## src/rtl/alu_pkg.sv

```systemverilog
// Opcode map and controller state encoding shared by the pipelined ALU and its bench.
package alu_pkg;

    localparam int OP_W = 4;

    localparam logic [OP_W-1:0] OP_ADD = 4'd0;
    localparam logic [OP_W-1:0] OP_SUB = 4'd1;
    localparam logic [OP_W-1:0] OP_SLL = 4'd2;
    localparam logic [OP_W-1:0] OP_SRL = 4'd3;
    localparam logic [OP_W-1:0] OP_AND = 4'd4;
    localparam logic [OP_W-1:0] OP_OR  = 4'd5;
    localparam logic [OP_W-1:0] OP_XOR = 4'd6;
    localparam logic [OP_W-1:0] OP_EQ  = 4'd7;
    localparam logic [OP_W-1:0] OP_SRA = 4'd8;
    localparam logic [OP_W-1:0] OP_MUL = 4'd9;

    typedef enum logic {
        ST_IDLE = 1'b0,
        ST_BUSY = 1'b1
    } st_e;

endpackage

```

## src/rtl/alu_seq_mul.sv

```systemverilog
// Iterative unsigned shift-add multiplier: the first partial product is taken on start,
// the remaining WIDTH-1 on the following edges; done_o flags the completed product.
module alu_seq_mul #(
    parameter int WIDTH = 8
) (
    input  logic               clk_i,
    input  logic               rst_ni,
    input  logic               start_i,
    input  logic [WIDTH-1:0]   a_i,
    input  logic [WIDTH-1:0]   b_i,
    output logic               done_o,
    output logic [2*WIDTH-1:0] prod_o
);

    localparam int CNT_W = $clog2(WIDTH);

    logic [2*WIDTH-1:0] r_acc;
    logic [2*WIDTH-1:0] r_mcand;
    logic [WIDTH-1:0]   r_mplier;
    logic [CNT_W-1:0]   r_cnt;
    logic               r_busy;

    always_ff @(posedge clk_i or negedge rst_ni) begin
        if (!rst_ni) begin
            r_acc    <= '0;
            r_mcand  <= '0;
            r_mplier <= '0;
            r_cnt    <= '0;
            r_busy   <= 1'b0;
        end else if (start_i) begin
            r_acc    <= b_i[0] ? {{WIDTH{1'b0}}, a_i} : '0;
            r_mcand  <= {{(WIDTH-1){1'b0}}, a_i, 1'b0};
            r_mplier <= b_i >> 1;
            r_cnt    <= CNT_W'(WIDTH - 1);
            r_busy   <= 1'b1;
        end else if (r_busy) begin
            if (r_cnt == '0) begin
                r_busy <= 1'b0;
            end else begin
                if (r_mplier[0]) begin
                    r_acc <= r_acc + r_mcand;
                end
                r_mcand  <= r_mcand << 1;
                r_mplier <= r_mplier >> 1;
                r_cnt    <= r_cnt - CNT_W'(1);
            end
        end
    end

    assign done_o = r_busy && (r_cnt == '0);
    assign prod_o = r_acc;

endmodule

```

## src/rtl/alu_pipe.sv

```systemverilog
// Handshaked ALU with one registered output stage, status flags, barrel shifts
// and an optional iterative multiplier that holds the input side while it runs.
module alu_pipe
    import alu_pkg::*;
#(
    parameter int WIDTH  = 8,
    parameter bit MUL_EN = 1'b1
) (
    input  logic             clk_i,
    input  logic             rst_ni,
    input  logic [WIDTH-1:0] a_i,
    input  logic [WIDTH-1:0] b_i,
    input  logic [OP_W-1:0]  op_i,
    input  logic             in_valid_i,
    output logic             in_ready_o,
    output logic [WIDTH-1:0] alu_o,
    output logic             zero_o,
    output logic             neg_o,
    output logic             carry_o,
    output logic             ovf_o,
    output logic             err_o,
    output logic             out_valid_o,
    input  logic             out_ready_i,
    output st_e              dbg_state_o
);

    localparam int SH_W = $clog2(WIDTH);
    localparam int MSB  = WIDTH - 1;

    st_e              r_state;
    st_e              w_state_nxt;
    logic             r_run;
    logic [WIDTH-1:0] r_alu;
    logic             r_zero, r_neg, r_carry, r_ovf, r_err, r_out_valid;

    logic             w_accept, w_is_mul, w_mul_start, w_mul_done;
    logic [SH_W-1:0]  w_shamt;
    logic [WIDTH:0]   w_sum, w_diff, w_sll, w_srl, w_sra;
    logic [WIDTH-1:0] w_res, w_wr_res;
    logic             w_carry, w_ovf, w_err;
    logic             w_wr_en, w_wr_carry, w_wr_ovf, w_wr_err;
    logic [2*WIDTH-1:0] w_prod;

    // Handshake: a transfer happens on a rising edge where valid && ready on that side.
    // in_ready_o depends only on state and the output handshake, so a result can be
    // drained and a new op accepted on the same edge without a bubble.
    assign in_ready_o = r_run && (r_state == ST_IDLE) && (!r_out_valid || out_ready_i);
    assign w_accept   = in_valid_i && in_ready_o;

    assign w_shamt = b_i[SH_W-1:0];
    assign w_sum   = {1'b0, a_i} + {1'b0, b_i};
    assign w_diff  = {1'b0, a_i} - {1'b0, b_i};
    // One guard bit on the far side of each shift captures the last bit shifted out.
    assign w_sll   = {1'b0, a_i} << w_shamt;
    assign w_srl   = {a_i, 1'b0} >> w_shamt;
    assign w_sra   = $signed({a_i, 1'b0}) >>> w_shamt;

    always_comb begin
        w_res    = '0;
        w_carry  = 1'b0;
        w_ovf    = 1'b0;
        w_err    = 1'b0;
        w_is_mul = 1'b0;
        case (op_i)
            OP_ADD: begin
                w_res   = w_sum[MSB:0];
                w_carry = w_sum[WIDTH];
                w_ovf   = (a_i[MSB] == b_i[MSB]) && (w_sum[MSB] != a_i[MSB]);
            end
            OP_SUB: begin
                w_res   = w_diff[MSB:0];
                w_carry = w_diff[WIDTH];
                w_ovf   = (a_i[MSB] != b_i[MSB]) && (w_diff[MSB] != a_i[MSB]);
            end
            OP_SLL: begin
                w_res   = w_sll[MSB:0];
                w_carry = w_sll[WIDTH];
            end
            OP_SRL: begin
                w_res   = w_srl[WIDTH:1];
                w_carry = w_srl[0];
            end
            OP_SRA: begin
                w_res   = w_sra[WIDTH:1];
                w_carry = w_sra[0];
            end
            OP_AND:  w_res = a_i & b_i;
            OP_OR:   w_res = a_i | b_i;
            OP_XOR:  w_res = a_i ^ b_i;
            OP_EQ:   w_res = {{(WIDTH-1){1'b0}}, (a_i == b_i)};
            OP_MUL: begin
                if (MUL_EN) begin
                    w_is_mul = 1'b1;
                end else begin
                    w_err = 1'b1;
                end
            end
            default: w_err = 1'b1;
        endcase
    end

    always_ff @(posedge clk_i or negedge rst_ni) begin
        if (!rst_ni) begin
            r_state <= ST_IDLE;
        end else begin
            r_state <= w_state_nxt;
        end
    end

    always_comb begin
        w_state_nxt = r_state;
        w_mul_start = 1'b0;
        w_wr_en     = 1'b0;
        w_wr_res    = w_res;
        w_wr_carry  = w_carry;
        w_wr_ovf    = w_ovf;
        w_wr_err    = w_err;
        case (r_state)
            ST_IDLE: begin
                if (w_accept) begin
                    if (w_is_mul) begin
                        w_state_nxt = ST_BUSY;
                        w_mul_start = 1'b1;
                    end else begin
                        w_wr_en = 1'b1;
                    end
                end
            end
            ST_BUSY: begin
                if (w_mul_done) begin
                    w_state_nxt = ST_IDLE;
                    w_wr_en     = 1'b1;
                    w_wr_res    = w_prod[MSB:0];
                    w_wr_carry  = 1'b0;
                    w_wr_ovf    = |w_prod[2*WIDTH-1:WIDTH];
                    w_wr_err    = 1'b0;
                end
            end
            default: w_state_nxt = ST_IDLE;
        endcase
    end

    always_ff @(posedge clk_i or negedge rst_ni) begin
        if (!rst_ni) begin
            r_run       <= 1'b0;
            r_alu       <= '0;
            r_zero      <= 1'b0;
            r_neg       <= 1'b0;
            r_carry     <= 1'b0;
            r_ovf       <= 1'b0;
            r_err       <= 1'b0;
            r_out_valid <= 1'b0;
        end else begin
            r_run <= 1'b1;
            if (w_wr_en) begin
                r_out_valid <= 1'b1;
                r_alu       <= w_wr_res;
                r_zero      <= (w_wr_res == '0);
                r_neg       <= w_wr_res[MSB];
                r_carry     <= w_wr_carry;
                r_ovf       <= w_wr_ovf;
                r_err       <= w_wr_err;
            end else if (out_ready_i) begin
                r_out_valid <= 1'b0;
            end
        end
    end

    generate
        if (MUL_EN) begin : g_mul
            alu_seq_mul #(
                .WIDTH(WIDTH)
            ) u_mul (
                .clk_i   (clk_i),
                .rst_ni  (rst_ni),
                .start_i (w_mul_start),
                .a_i     (a_i),
                .b_i     (b_i),
                .done_o  (w_mul_done),
                .prod_o  (w_prod)
            );
        end else begin : g_no_mul
            assign w_mul_done = 1'b0;
            assign w_prod     = '0;
        end
    endgenerate

    assign alu_o        = r_alu;
    assign zero_o       = r_zero;
    assign neg_o        = r_neg;
    assign carry_o      = r_carry;
    assign ovf_o        = r_ovf;
    assign err_o        = r_err;
    assign out_valid_o  = r_out_valid;
    assign dbg_state_o  = r_state;

endmodule

```

## config.mk

```make
export PLATFORM = sky130hd
export DESIGN_NAME = alu_pipe
export DESIGN_NICKNAME = d
export VERILOG_FILES = /design/src/rtl/alu_pkg.sv /design/src/rtl/alu_seq_mul.sv /design/src/rtl/alu_pipe.sv
export SDC_FILE = /design/constraint.sdc
export NUM_CORES = 1
export LEC_CHECK = 0
export BUFFER_PORTS_ARGS = -buffer_cell sky130_fd_sc_hd__buf_2
export CAP_MARGIN = 20
export CORE_MARGIN = 2
export CORE_UTILIZATION = 50
export CTS_BUF_LIST = sky130_fd_sc_hd__clkbuf_16
export DETAILED_ROUTE_END_ITERATION = 10
export PLACE_DENSITY = 0.68
export SLEW_MARGIN = 20
export SYNTH_ARGS = -nofsm -noshare
export SYNTH_HDL_FRONTEND = slang
export SYNTH_SLANG_ARGS = --single-unit
```

## constraint.sdc

```tcl
create_clock -name clk_i -period 3.39 [get_ports clk_i]
set_input_delay 0.339 -clock clk_i [delete_from_list [all_inputs] [get_ports clk_i]]
set_output_delay 0.339 -clock clk_i [all_outputs]
set_load 0.005 [all_outputs]
```

==> impl_metrics.env <==
export IMPL_use_met1_pct=38.4
export IMPL_die_width_um=106
export IMPL_finalMaxSlewViolations=0
export IMPL_use_met2_pct=41.9
export IMPL_multi_input_area_sq_um=3450
export IMPL_drtAntennaViolNets=0
export IMPL_setup_slack_ns=0.646
export IMPL_fmax_mhz=364
export IMPL_drv_cap=0
export IMPL_syn_inst=674
export IMPL_hold_viol_final=0
export IMPL_grt_pass1_vias=4729
export IMPL_track_usage_pct=27.5
export IMPL_fin_tns_setup_ns=0
export IMPL_dpl_worst_slack_ns=0.538
export IMPL_clock_skew_ns=0.0101
export IMPL_finalCritPeriodShare_pct=80.9
export IMPL_die_h_um=106
export IMPL_crit_arrival_ns=2.99
export IMPL_synth_top_flop_cell="dfrtp_1"
export IMPL_holdBufCountCts=0
export IMPL_crit_required_ns=3.64
export IMPL_clk_path_buf_depth=2
export IMPL_drc=0
export IMPL_cts_tree="built"
export IMPL_p_leak_nw=2.55
export IMPL_overflow=0
export IMPL_post_cts_buffers=0
export IMPL_post_dp_cell_area_sq_um=5430
export IMPL_rsz0062_at_grt="false"
export IMPL_grt_first_pass_wirelength_mm=24.6
export IMPL_cp_start_kind="register"
export IMPL_path_clk_slew_ns=0.05
export IMPL_pwr_density_cell_nw_per_um2=676
export IMPL_synthArstFlopShare_pct=100
export IMPL_die_area_sq_um=11300
export IMPL_critPathBufInv=1
export IMPL_synth_edf_count=0
export IMPL_ios=40
export IMPL_netlist_area_sq_um=5240
export IMPL_drtIter0Drc=540
export IMPL_numCtsBuffers=9
export IMPL_end_kind="register"
export IMPL_ctsRootBufferMaster="clkbuf_16"
export IMPL_fillers=936
export IMPL_worst_pin_slew_ns=0.935
export IMPL_seq_area_sq_um=1430
export IMPL_dp_hpwl_mm=11.2
export IMPL_cp_cell_sequence="ha_1 -> inv_1 -> fa_1 -> nor2b_1 -> o21ai_1 -> a21boi_1 -> o211ai_1 -> a211oi_1 -> nor4_1 -> or4_1 -> a21oi_1"
export IMPL_yosysUniqueCellTypes=69
export IMPL_post_drt_wl_per_cell_um=18.4
export IMPL_insertion_delay_ns=0.33
export IMPL_max_stage_delay_ns=0.40
export IMPL_slew_headroom_pct=37.6
export IMPL_outcome="finished, final reports clean"
export IMPL_vias=5122
export IMPL_num_rows=37
export IMPL_finalCriticalPeriod_ns=2.74
export IMPL_fin_area_sq_um=5720
export IMPL_port_buffers=39
export IMPL_ys_ff_latch=57
export IMPL_layout_drive_gt1_share_pct=12.5
export IMPL_seq_area_frac_synth_pct=27.2
export IMPL_whs_ns=0.131
export IMPL_diodes=0
export IMPL_clock_sinks=57
export IMPL_start_util_pct=51.2
export IMPL_critPathMaxFanout=3
export IMPL_antenna_found_initial=1
export IMPL_viasPerCell=6.21
export IMPL_max_vdd_ir_drop_v=0.000355
export IMPL_gr_usage_met3_pct=7.85
export IMPL_cts_repair_resized=0
export IMPL_syn_nets=742
export IMPL_path_class="reg -> reg"
export IMPL_cpLargestDelayFamily="compound AO/OA/AOI/OAI gates"
export IMPL_area_delta_synth_final_pct=9.18
export IMPL_grt_max_degree=53
export IMPL_slowest_stage="or4_1"
export IMPL_totalWireLength_mm=15.2
export IMPL_syn_area_per_cell_sq_um=7.77
export IMPL_h_tree_depth=3
export IMPL_gp_congestion=0.976
export IMPL_synth_warnings=0
export IMPL_setup_violations=0
export IMPL_hp_class="in -> async"
export IMPL_busiest_layer="met2"
export IMPL_drt_first_pass_iters=5
export IMPL_nets=752
export IMPL_fp_coreArea_sq_um=10200
-- layout make-up --
class / instances / area share [%]
Sequential cell: 57 / 25.0
Timing Repair Buffer: 49 / 4.73
Clock buffer: 9 / 3.94
Clock inverter: 7 / 1.07
Tap cell: 136 / 2.98
Inverter: 31 / 2.04
Multi-Input combinational cell: 536 / 60.3
-- routing by layer --
metal / vias up / wire length, um
met5: - / 13
met4: 2 / 290
met3: 28 / 1240
met2: 236 / 6880
met1: 2428 / 6730
li1: 2428 / -
-- cells in the mapped netlist, types with 3 or more instances --
library cell	n	area, sq um
a31oi_1	25	156
xnor2_1	11	96.3
o211ai_1	8	60.1
o311ai_0	3	26.3
nand3_1	14	70.1
dfrtp_1	57	1430
a211oi_1	12	90.1
o21ai_1	6	30.0
buf_6	5	56.3
o32ai_1	3	26.3
o22ai_1	6	37.5
a22oi_1	4	30.0
nand2b_1	9	56.3
mux4_2	3	67.6
fa_1	3	60.1
clkbuf_1	29	109
mux2i_1	15	150
or2_2	4	25.0
nand2_1	108	405
ha_1	41	513
mux2_2	3	33.8
a21oi_1	63	315
inv_1	29	109
nor2b_1	13	81.3
buf_2	14	70.1
o31ai_1	3	22.5
nor3_1	16	80.1
and3_1	5	31.3
nor4_1	7	43.8
nor2_1	57	214
and2_1	5	31.3
a21o_1	5	37.5
a41oi_1	4	35.0
o21ai_0	27	135
a2bb2oi_1	3	26.3
xor2_1	6	52.6
-- report_power, final --
group,switching [mW],internal [mW]
registers,0.265,0.990
clock network,0.313,0.559
logic,0.964,0.772
total,1.54,2.32
-- layout by cell type, fill, tap and decap left out, drive strengths merged, types with 18 or more instances in the layout --
cell type and instances:
nand2 108, a21oi 63, nor2 58, dfrtp 57
buf 49, ha 41, o21ai 33, inv 31
a31oi 25, nor3 18
-- through the flow --
step                      power [mW]  std cells  utilization [%]
after global placement          2.91        809             53.1
after detailed placement        2.96        809             53.1
after CTS                       3.85        825             55.9
final                           3.86        825             55.9
after global routing            4.18        825             55.9
after floorplan                 2.50        674                -
-- final timing paths --
check	slack (ns)	end	cells after the start	startpoint
min in group clk_i	0.33	g_mul.u_mul.r_mplier[2]	3	b_i[3]
worst min register to register	0.46	alu_o[6]	2	alu_o[6]
worst max-delay path	0.65	g_mul.u_mul.prod_o[15]	11	g_mul.u_mul.prod_o[1]
max in group asynchronous	2.44	g_mul.u_mul.prod_o[6]	2	rst_ni
worst max register to register	0.65	g_mul.u_mul.prod_o[15]	11	g_mul.u_mul.prod_o[1]
worst min-delay path	0.13	carry_o	1	rst_ni
-- state kept, by name (all words and copies together), names as in the netlist, 3 cells and up --
signal,cells
g_mul.u_mul.prod_o,16
g_mul.u_mul.r_mcand,15
alu_o,8
g_mul.u_mul.r_mplier,7
g_mul.u_mul.r_cnt,3
-- logic make-up (layout without fill, tap and decap cells) --
logic type / Yosys count / after routing / synth area share [%]
xor+xnor: 17 / 17 / 2.84
fa+ha+maj: 44 / 44 / 10.9
other cells: 1 / 1 / 0.0716
buf+inv: 81 / 96 / 6.93
mux: 21 / 21 / 4.80
flops: 57 / 57 / 27.2
simple gates: 258 / 258 / 23.2
compound gates: 195 / 195 / 24.0
No activity file was read; power rests on OpenSTA's default activity.
